===== config.mk =====
export PLATFORM = sky130hd
export DESIGN_NAME = axis_dma_write_subsys
export DESIGN_NICKNAME = d
export VERILOG_FILES = /design/src/rtl/axis_dma_write_subsys_pkg.sv /design/src/rtl/dma_wr_engine.sv /design/src/rtl/axis_dma_write_subsys.sv
export SDC_FILE = /design/constraint.sdc
export NUM_CORES = 1
export LEC_CHECK = 0
export BUFFER_PORTS_ARGS = -buffer_cell sky130_fd_sc_hd__buf_4
export CORE_ASPECT_RATIO = 0.6
export CORE_UTILIZATION = 30
export DETAILED_ROUTE_END_ITERATION = 16
export PLACE_DENSITY = 0.53
export SYNTH_ARGS = -nofsm -noshare
export SYNTH_HDL_FRONTEND = slang
export SYNTH_HIERARCHICAL = 1
export SYNTH_SLANG_ARGS = --single-unit

===== constraint.sdc =====
create_clock -name clk -period 5.6 [get_ports clk]
set_clock_uncertainty 0.1 [all_clocks]
set_input_delay 0.84 -clock clk [delete_from_list [all_inputs] [get_ports clk]]
set_output_delay 0.84 -clock clk [all_outputs]
set_load 0.1 [all_outputs]

===== src/rtl/axis_dma_write_subsys_pkg.sv =====
// Shared defaults and FSM state encodings for the AXIS DMA write subsystem.
package axis_dma_write_subsys_pkg;

  localparam int DATA_W_DEF = 8;
  localparam int ADDR_W_DEF = 32;

  typedef enum logic {SRC_IDLE, SRC_SEND} src_state_e;
  typedef enum logic {WR_IDLE, WR_RUN} wr_state_e;
  typedef enum logic [1:0] {CHK_IDLE, CHK_READ, CHK_DRAIN} chk_state_e;

endpackage


===== src/rtl/dma_wr_engine.sv =====
// Stream-to-memory writer: one registered write strobe per accepted beat.
//   state   | meaning
//   WR_IDLE | waiting for start
//   WR_RUN  | accepting beats until the remaining count reaches zero
module dma_wr_engine
  import axis_dma_write_subsys_pkg::*;
#(
  parameter int DATA_W = DATA_W_DEF,
  parameter int ADDR_W = ADDR_W_DEF
) (
  input  logic              clk,
  input  logic              rst_n,
  input  logic              start,
  input  logic [ADDR_W-1:0] base_addr,
  input  logic [31:0]       length,
  input  logic              s_valid,
  input  logic [DATA_W-1:0] s_data,
  output logic              s_ready,
  output logic              mem_wr_valid,
  output logic [ADDR_W-1:0] mem_wr_addr,
  output logic [DATA_W-1:0] mem_wr_data,
  output logic              done
);

  wr_state_e         state, state_nxt;
  logic [31:0]       rem;
  logic [ADDR_W-1:0] addr;
  logic              done_nxt;
  logic              hs;
  logic              launch;

  assign hs = s_valid && s_ready;

  always_ff @(posedge clk or negedge rst_n) begin
    if (!rst_n) state <= WR_IDLE;
    else        state <= state_nxt;
  end

  always_comb begin
    state_nxt = state;
    s_ready   = 1'b0;
    done_nxt  = 1'b0;
    launch    = 1'b0;
    case (state)
      WR_IDLE: begin
        if (start) begin
          launch = 1'b1;
          // zero-length jobs finish straight from idle
          if (length == 32'd0) done_nxt = 1'b1;
          else                 state_nxt = WR_RUN;
        end
      end
      WR_RUN: begin
        s_ready = (rem != 32'd0);
        if (rem == 32'd0) begin
          done_nxt  = 1'b1;
          state_nxt = WR_IDLE;
        end
      end
      default: state_nxt = WR_IDLE;
    endcase
  end

  always_ff @(posedge clk or negedge rst_n) begin
    if (!rst_n) begin
      rem          <= '0;
      addr         <= '0;
      mem_wr_valid <= 1'b0;
      mem_wr_addr  <= '0;
      mem_wr_data  <= '0;
      done         <= 1'b0;
    end else begin
      done         <= done_nxt;
      mem_wr_valid <= hs;
      if (launch) begin
        addr <= base_addr;
        rem  <= length;
      end else if (hs) begin
        mem_wr_addr <= addr;
        mem_wr_data <= s_data;
        addr        <= addr + 1'b1;
        rem         <= rem - 32'd1;
      end
    end
  end

endmodule


===== src/rtl/axis_dma_write_subsys.sv =====
// Counting stream source -> DMA writer -> readback checker. Optional macro
// CHK_ERR_COUNT_EN adds a saturating mismatch counter output chk_err_count.
//   state     | meaning
//   SRC_IDLE  | source waiting for start_src
//   SRC_SEND  | source presenting beats 0..SRC_BEATS-1
//   CHK_IDLE  | checker waiting for start_chk
//   CHK_READ  | checker issuing one read per cycle
//   CHK_DRAIN | last read data being compared
module axis_dma_write_subsys
  import axis_dma_write_subsys_pkg::*;
#(
  parameter int DATA_W    = DATA_W_DEF,
  parameter int ADDR_W    = ADDR_W_DEF,
  parameter int SRC_BEATS = 32
) (
  input  logic              clk,
  input  logic              rst_n,
  input  logic              start_src,
  input  logic              start_dma,
  input  logic              start_chk,
  input  logic [ADDR_W-1:0] base_addr,
  input  logic [31:0]       length,
  output logic              src_done,
  output logic              dma_done,
  output logic              chk_done,
  output logic              chk_error,
  output logic              mem_wr_valid,
  output logic [ADDR_W-1:0] mem_wr_addr,
  output logic [DATA_W-1:0] mem_wr_data,
  output logic              mem_rd_valid,
  output logic [ADDR_W-1:0] mem_rd_addr,
  input  logic [DATA_W-1:0] mem_rd_data
`ifdef CHK_ERR_COUNT_EN
  ,
  output logic [15:0]       chk_err_count
`else
`endif
);

  src_state_e        src_state, src_state_nxt;
  logic [31:0]       src_rem;
  logic [DATA_W-1:0] src_data;
  logic              src_valid, src_ready, src_last, src_launch;

  always_ff @(posedge clk or negedge rst_n) begin
    if (!rst_n) src_state <= SRC_IDLE;
    else        src_state <= src_state_nxt;
  end

  always_comb begin
    src_state_nxt = src_state;
    src_valid     = 1'b0;
    src_last      = 1'b0;
    src_launch    = 1'b0;
    case (src_state)
      SRC_IDLE: if (start_src) begin
        src_launch    = 1'b1;
        src_state_nxt = SRC_SEND;
      end
      SRC_SEND: begin
        src_valid = 1'b1;
        src_last  = src_ready && (src_rem == 32'd1);
        if (src_last) src_state_nxt = SRC_IDLE;
      end
      default: src_state_nxt = SRC_IDLE;
    endcase
  end

  always_ff @(posedge clk or negedge rst_n) begin
    if (!rst_n) begin
      src_rem  <= '0;
      src_data <= '0;
      src_done <= 1'b0;
    end else begin
      src_done <= src_last;
      if (src_launch) begin
        src_rem  <= 32'(SRC_BEATS);
        src_data <= '0;
      end else if (src_valid && src_ready) begin
        src_rem  <= src_rem - 32'd1;
        src_data <= src_data + 1'b1;
      end
    end
  end

  dma_wr_engine #(.DATA_W(DATA_W), .ADDR_W(ADDR_W)) u_wr (
    .clk          (clk),
    .rst_n        (rst_n),
    .start        (start_dma),
    .base_addr    (base_addr),
    .length       (length),
    .s_valid      (src_valid),
    .s_data       (src_data),
    .s_ready      (src_ready),
    .mem_wr_valid (mem_wr_valid),
    .mem_wr_addr  (mem_wr_addr),
    .mem_wr_data  (mem_wr_data),
    .done         (dma_done)
  );

  chk_state_e        chk_state, chk_state_nxt;
  logic [31:0]       chk_rem;
  logic [ADDR_W-1:0] chk_addr;
  logic [DATA_W-1:0] chk_exp, cmp_exp;
  logic              cmp_valid, chk_mis, chk_launch, chk_done_nxt;

  assign mem_rd_addr = chk_addr;
  assign chk_mis     = cmp_valid && (mem_rd_data != cmp_exp);

  always_ff @(posedge clk or negedge rst_n) begin
    if (!rst_n) chk_state <= CHK_IDLE;
    else        chk_state <= chk_state_nxt;
  end

  always_comb begin
    chk_state_nxt = chk_state;
    mem_rd_valid  = 1'b0;
    chk_done_nxt  = 1'b0;
    chk_launch    = 1'b0;
    case (chk_state)
      CHK_IDLE: if (start_chk) begin
        chk_launch = 1'b1;
        if (length == 32'd0) chk_done_nxt  = 1'b1;
        else                 chk_state_nxt = CHK_READ;
      end
      CHK_READ: begin
        mem_rd_valid = 1'b1;
        if (chk_rem == 32'd1) chk_state_nxt = CHK_DRAIN;
      end
      CHK_DRAIN: begin
        chk_done_nxt  = 1'b1;
        chk_state_nxt = CHK_IDLE;
      end
      default: chk_state_nxt = CHK_IDLE;
    endcase
  end

  // read data lags the request by one cycle, so the expected value is staged
  always_ff @(posedge clk or negedge rst_n) begin
    if (!rst_n) begin
      chk_rem   <= '0;
      chk_addr  <= '0;
      chk_exp   <= '0;
      cmp_exp   <= '0;
      cmp_valid <= 1'b0;
      chk_error <= 1'b0;
      chk_done  <= 1'b0;
    end else begin
      chk_done  <= chk_done_nxt;
      cmp_valid <= mem_rd_valid;
      if (chk_launch) begin
        chk_rem   <= length;
        chk_addr  <= base_addr;
        chk_exp   <= '0;
        chk_error <= 1'b0;
      end else begin
        if (chk_mis) chk_error <= 1'b1;
        if (mem_rd_valid) begin
          cmp_exp  <= chk_exp;
          chk_exp  <= chk_exp + 1'b1;
          chk_addr <= chk_addr + 1'b1;
          chk_rem  <= chk_rem - 32'd1;
        end
      end
    end
  end

`ifdef CHK_ERR_COUNT_EN
  always_ff @(posedge clk or negedge rst_n) begin
    if (!rst_n)                                  chk_err_count <= '0;
    else if (chk_launch)                         chk_err_count <= '0;
    else if (chk_mis && chk_err_count != 16'hFFFF) chk_err_count <= chk_err_count + 16'd1;
  end
`else
  // mismatch counter not built
`endif

endmodule


## After elaboration in Yosys (flattened, before gate mapping)

Cells that the tools add are included.

| cells by class | value |
|---|---|
| add/subtract/negate cells | 7 |
| multipliers | 0 |
| divide/modulo/power cells | 0 |
| magnitude comparators | 0 |
| equality and inequality tests | 8 |
| shift operators | 0 |
| mux-type cells | 42 |
| bitwise gates (word level) | 4 |
| reductions and logical operators | 14 |

Operator list:

| kind | count |
|---|---|
| 32-bit two-way mux | 10 |
| 32-bit by 1-bit subtractor with 32-bit output, second input constant | 3 |
| 32-bit by 1-bit adder with 32-bit output, second input constant | 2 |
| 32-bit by 1-bit equality test with 1-bit output, second input constant | 2 |
| 32-bit zero test | 2 |
| 8-bit two-way mux | 4 |
| 32-bit nonzero test | 1 |
| 1-bit two-way mux | 20 |
| 8-bit by 1-bit adder with 8-bit output, second input constant | 2 |
| 8-bit inequality test | 1 |
| 1-bit case mux with 2 select lines | 4 |
| 2-bit nonzero test | 4 |
| 2-bit two-way mux | 3 |
| 2-bit inequality test, second input constant | 3 |
| 1-bit NOT | 4 |
| 2-bit case mux with 2 select lines | 1 |
| 2-bit AND reduction | 2 |
| 1-bit logical AND | 3 |
| 3-bit AND reduction | 1 |
| 2-bit by 1-bit equality test with 1-bit output, second input constant | 1 |
| 2-bit equality test, second input constant | 1 |
| 2-bit zero test | 1 |

| storage, ports and cells | value |
|---|---|
| register bits after elaboration | 234 |
| latch bits | 0 |
| bits in writable memories | 0 |
| memory bits (read-only) | 0 |
| output and inout port bits | 78 |
| word-level logic and storage cells | 94 |
| memories | 0 |

## Longest topological paths before layout

| depth | value |
|---|---|
| depth in word-level cells | 5 |
| gate-level depth with buffers | 13 |

## By module

Netlist, hierarchy kept.

Modules (own cells, without submodules):

| module | instances | cells each | area each (µm²) | sequential area each (µm²) |
|---|---|---|---|---|
| axis_dma_write_subsys | 1 | 850 | 7495.9 | 3178.0 |
| dma_wr_engine | 1 | 608 | 5903.2 | 2677.6 |

## Least setup slack after synthesis

No wires, ideal clock.

| timing | value |
|---|---|
| kind | register to register |
| from | reg u_wr.rem[0] |
| to | reg src_data[7] |
| library setup time | 132 ps |
| arrival time | 2926 ps |
| required time | 5368 ps |
| setup slack | 2442 ps |
| cell stages (with the launch flop) | 14 |
| buffers on the path | 2 |
| clock period less this slack | 3158 ps |
| cell sequence | dfrtp_1 -> inv_1 -> ha_1 -> or3b_1 -> nor4_4 -> nand4_1 -> clkbuf_1 -> and2_1 -> and2_1 -> clkbuf_1 -> and4_1 -> nand3_1 -> xor2_1 -> nor2_1 |

| between the ends | value |
|---|---|
| word-level cells in the longest chain between the ends | 4 |

RTL lines:

| item | line | text |
|---|---|---|
| start, declared | dma_wr_engine.sv:26 | `logic [31:0] rem;` |
| start signal, assigned | dma_wr_engine.sv:77 | `rem <= length;` |
| start signal, assigned | dma_wr_engine.sv:82 | `rem <= rem - 32'd1;` |
| 32-bit nonzero test | dma_wr_engine.sv:54 | `s_ready = (rem != 32'd0);` |
| 1-bit two-way mux | dma_wr_engine.sv:44 | `case (state)` |
| net src_ready | axis_dma_write_subsys.sv:43 | `logic src_valid, src_ready, src_last, src_launch;` |
| 1-bit logical AND | axis_dma_write_subsys.sv:79 | `end else if (src_valid && src_ready) begin` |
| 2-bit nonzero test (no line) | -- |  |
| end signal, assigned | axis_dma_write_subsys.sv:81 | `src_data <= src_data + 1'b1;` |
| end, declared | axis_dma_write_subsys.sv:42 | `logic [DATA_W-1:0] src_data;` |

The timed path passes the listed nets, and every way through them passes these cells.
A chain may end at the register's enable or synchronous reset.

## Worst setup path after layout

| timing | value |
|---|---|
| from | reg u_wr.rem[0] |
| to | reg u_wr.mem_wr_data[3] |

| between the ends | value |
|---|---|
| word-level cells in the longest chain between the ends | 4 |

RTL lines:

| item | line | text |
|---|---|---|
| 32-bit nonzero test | dma_wr_engine.sv:54 |  |
| 1-bit two-way mux | dma_wr_engine.sv:44 |  |
| 1-bit logical AND | dma_wr_engine.sv:32 | `assign hs = s_valid && s_ready;` |
| net u_wr.hs | dma_wr_engine.sv:29 | `logic hs;` |
| 2-bit AND reduction (no line) | -- |  |
| end signal, assigned | dma_wr_engine.sv:80 | `mem_wr_data <= s_data;` |
| end, declared | dma_wr_engine.sv:21 | `output logic [DATA_W-1:0] mem_wr_data,` |

The timed path passes the listed nets, and every way through them passes these cells.

==> qor.yml <==
run_status: "finished, violations left"
violations: "design-rule violations"
cts-htree-levels: 1
max-slew-margin-rel_pct: 22.22
rows: 59
start_kind: "flip-flop"
synth_area_leaders: "dfrtp_1 44%, nand2_1 4.1%, mux2_1 3.2%"
synth_edf_count: 0
firstDrtPassIters: 11
fill_cells: 4413
cts_tree: "yes"
critPathMaxStageDelay_ns: 0.73
worst_pin_slew_ns: 1.159
r2r-end: "u_wr/mem_wr_data[3]"
cts.sinks: 234
route.vias.total: 12573
final_nets: 1636
drt.antenna.violating_nets: 0
root_buffer: "clkbuf_16"
drc: 3
critPathLaunch: "u_wr/rem[0]"
layout_min_cycle_time_ns: 3.802
worstSetupPathType: "flip-flop to flip-flop"
netlist.area_leader.share_pct: 43.70
worstRegToRegCells: 9
syn_area_per_cell_um2: 9.190
syn_nets: 1544
hpwl_um: 32390
synth_seq_cells: 234
vias_per_cell: 5.851
p_leak_nw: 6.323
cts_resized: 0
drv_cap: 0
yosysUniqueCellTypes: 80
syn_area_mm2: 0.01340
start_util_pct: 30.66
dieArea_mm2: 0.04554
pin_count: 155
post-route-period-util_pct: 67.90
r2r_setup_slack_ns: 1.80
worstPathMaxFanout: 38
cts_hold_buf: 0
yosysTopAreaCell: "dfrtp_1"
synthFlopType: "dfrtp_1"
grt_pass1_wl_um: 72370
fp.dieW_um: 274.8
wl_um: 46370
finalHoldViolations: 0
wl_per_cell_um: 21.58
drt-initial-drc-count: 1152
cts_max_path_buffers: 3
fin_area_mm2: 0.01592
fmax_ghz: 0.2630
hold_path_class: "input pin to asynchronous set/reset pin"
grt_pass1_vias: 11691
synthToLayoutAreaGrowth_pct: 18.81
port_buffers: 154
grt_setup_unrepaired: "no"
gp_congestion: 0.9007
grt_remaining_overflow: 0
peakVddDrop_mv: 0.3518
place_area_mm2: 0.01501
core_area_mm2: 0.04370
synthCells: 1458
p_per_area_mw_per_mm2: 437.5
async_flop_share_pct: 100.0
ys_seq_area_share_pct: 43.70
worstPathArrival_ns: 4.15
cp-end-kind: "flip-flop"
setup_viol: 0
cts_buffers: 26
cts_setup_buffers: 0
ys_warn_count: 6
worstSkewPairLatency_ns: 0.56
timing.rr.start: "u_wr/rem[0]"
tns_ns: 0
cp.required_ns: 5.94
grt_max_degree: 119
worstSetupEndpoint: "u_wr/mem_wr_data[3]"
track_usage_pct: 20.16
slowest_stage: "nand2_2"
path_cells: "inv_1 > ha_1 > or3b_1 > nor4_4 > nand4_1 > buf_4 > nand2_2 > inv_2 > mux2_1"
die_height_um: 165.7
antenna_found_initial: 0
drv_slew: 0
path_clk_slew_ns: 0.06
diodes: 0
drive_above_1_share_pct: 15.92
==> where the power goes <==
part           internal (mW)  switching, mW  total, mW  leakage (nW)
registers               2.14          0.549       2.69          2.75
clock network           1.11          0.757       1.87         0.454
logic                  0.723           1.69       2.41          3.12
==> routing by layer <==
metal,GRT usage [%],share of wire (%)
met5,0,0
met4,4.108,1.9
met3,3.857,7.8
met2,27.82,41
met1,31.96,49
==> worst min-delay path by stage <==
stage,to,slack (ns),cells after the start
global placement,src_rem[29],0.36,1
CTS,src_rem[30],0.32,1
global route,src_rem[15],0.33,1
floorplan,src_rem[29],0.34,1
finish,src_rem[15],0.27,1
detailed placement,src_rem[29],0.37,1
==> synth_stat cells (6+ instances only) <==
cell type / number
or4_1: 51
and2_1: 14
nand4_1: 39
nor3b_1: 6
xor2_1: 17
buf_1: 11
clkbuf_1: 79
nand2b_1: 7
nand3_1: 61
o21ai_1: 8
dfrtp_1: 234
and4_1: 15
mux2i_1: 33
a211o_1: 8
o22a_1: 31
o211ai_1: 28
o31ai_1: 32
a211oi_1: 10
o22ai_1: 40
nor2_1: 106
buf_4: 8
a21oi_1: 61
a22oi_1: 12
xnor2_1: 9
mux2_1: 38
ha_1: 9
inv_1: 21
nand2_1: 145
nor4_1: 49
nor3_1: 36
or4_4: 6
a31oi_1: 33
a221o_1: 6
a311oi_1: 9
buf_2: 8
o21ai_0: 51
and3_1: 17
or3_1: 29
==> sequential cells by signal (all words and copies together), names as in the netlist <==
name / count
u_wr/rem: 32
chk_state: 2
src_done: 1
cmp_exp: 8
u_wr/mem_wr_data: 8
src_data: 8
chk_done: 1
u_wr/done: 1
u_wr/mem_wr_valid: 1
u_wr/state: 1
u_wr/mem_wr_addr: 32
u_wr/addr: 32
src_state: 1
chk_error: 1
chk_exp: 8
cmp_valid: 1
mem_rd_addr: 32
chk_rem: 32
src_rem: 32
==> logic make-up after synthesis <==
kind of cell	after synthesis	share of synthesized area (%)
AO/OA/AOI/OAI	364	18.44
multiplexers	71	5.659
adder cells (fa/ha/maj)	9	0.8404
AND/OR/NAND/NOR	623	25.69
XOR/XNOR	26	1.700
flip-flops	234	43.70
buffers and inverters	131	3.969
==> placed cells by master, fill, tap and decap left out, types with 17 or more instances in the layout <==
cell,instances
dfrtp_1,233
buf_4,168
nand2_1,143
nor2_1,105
a21oi_1,61
nand3_1,61
or4_1,51
o21ai_0,50
nor4_1,49
o22ai_1,40
nand4_1,39
mux2_1,38
nor3_1,36
mux2i_1,33
a31oi_1,33
o31ai_1,32
o22a_1,31
or3_1,29
o211ai_1,28
clkbuf_16,26
inv_1,21
xor2_1,17
and3_1,17
==> cell type report <==
cell class | instances | area (um2) | area share, %
multi-input combinational | 1093 | 7034 | 44.19
sequential | 234 | 5857 | 36.79
timing repair buffer | 170 | 1296 | 8.143
clock buffer | 36 | 738.2 | 4.637
tap | 579 | 724.4 | 4.551
clock inverter | 12 | 175.2 | 1.100
inverter | 25 | 93.84 | 0.5895
==> worst max-delay path, delay by kind of cell, from the launching register on <==
kind          cells  cell delay (ns)
buf+inv           3             0.66
mux               1             0.39
flops             1             0.41
fa+ha+maj         1             0.20
simple gates      4             1.88
==> through the flow <==
stage / hold slack [ns] / setup WS, ns / utilization, % / power, mW / cells
final: 0.2684 / 1.798 / 36.43 / 6.964 / 2149
after global routing: 0.3335 / 1.558 / 36.43 / 7.313 / 2149
after CTS: 0.3222 / 1.776 / 36.43 / 6.999 / 2149
after detailed placement: 0.3653 / 1.774 / 34.34 / 5.111 / 2101
after global placement: 0.3611 / 1.866 / 34.34 / 5.077 / 2101
after floorplan: 0.3420 / 2.442 / - / 4.396 / 1458
(Power assumes the default switching activity.)
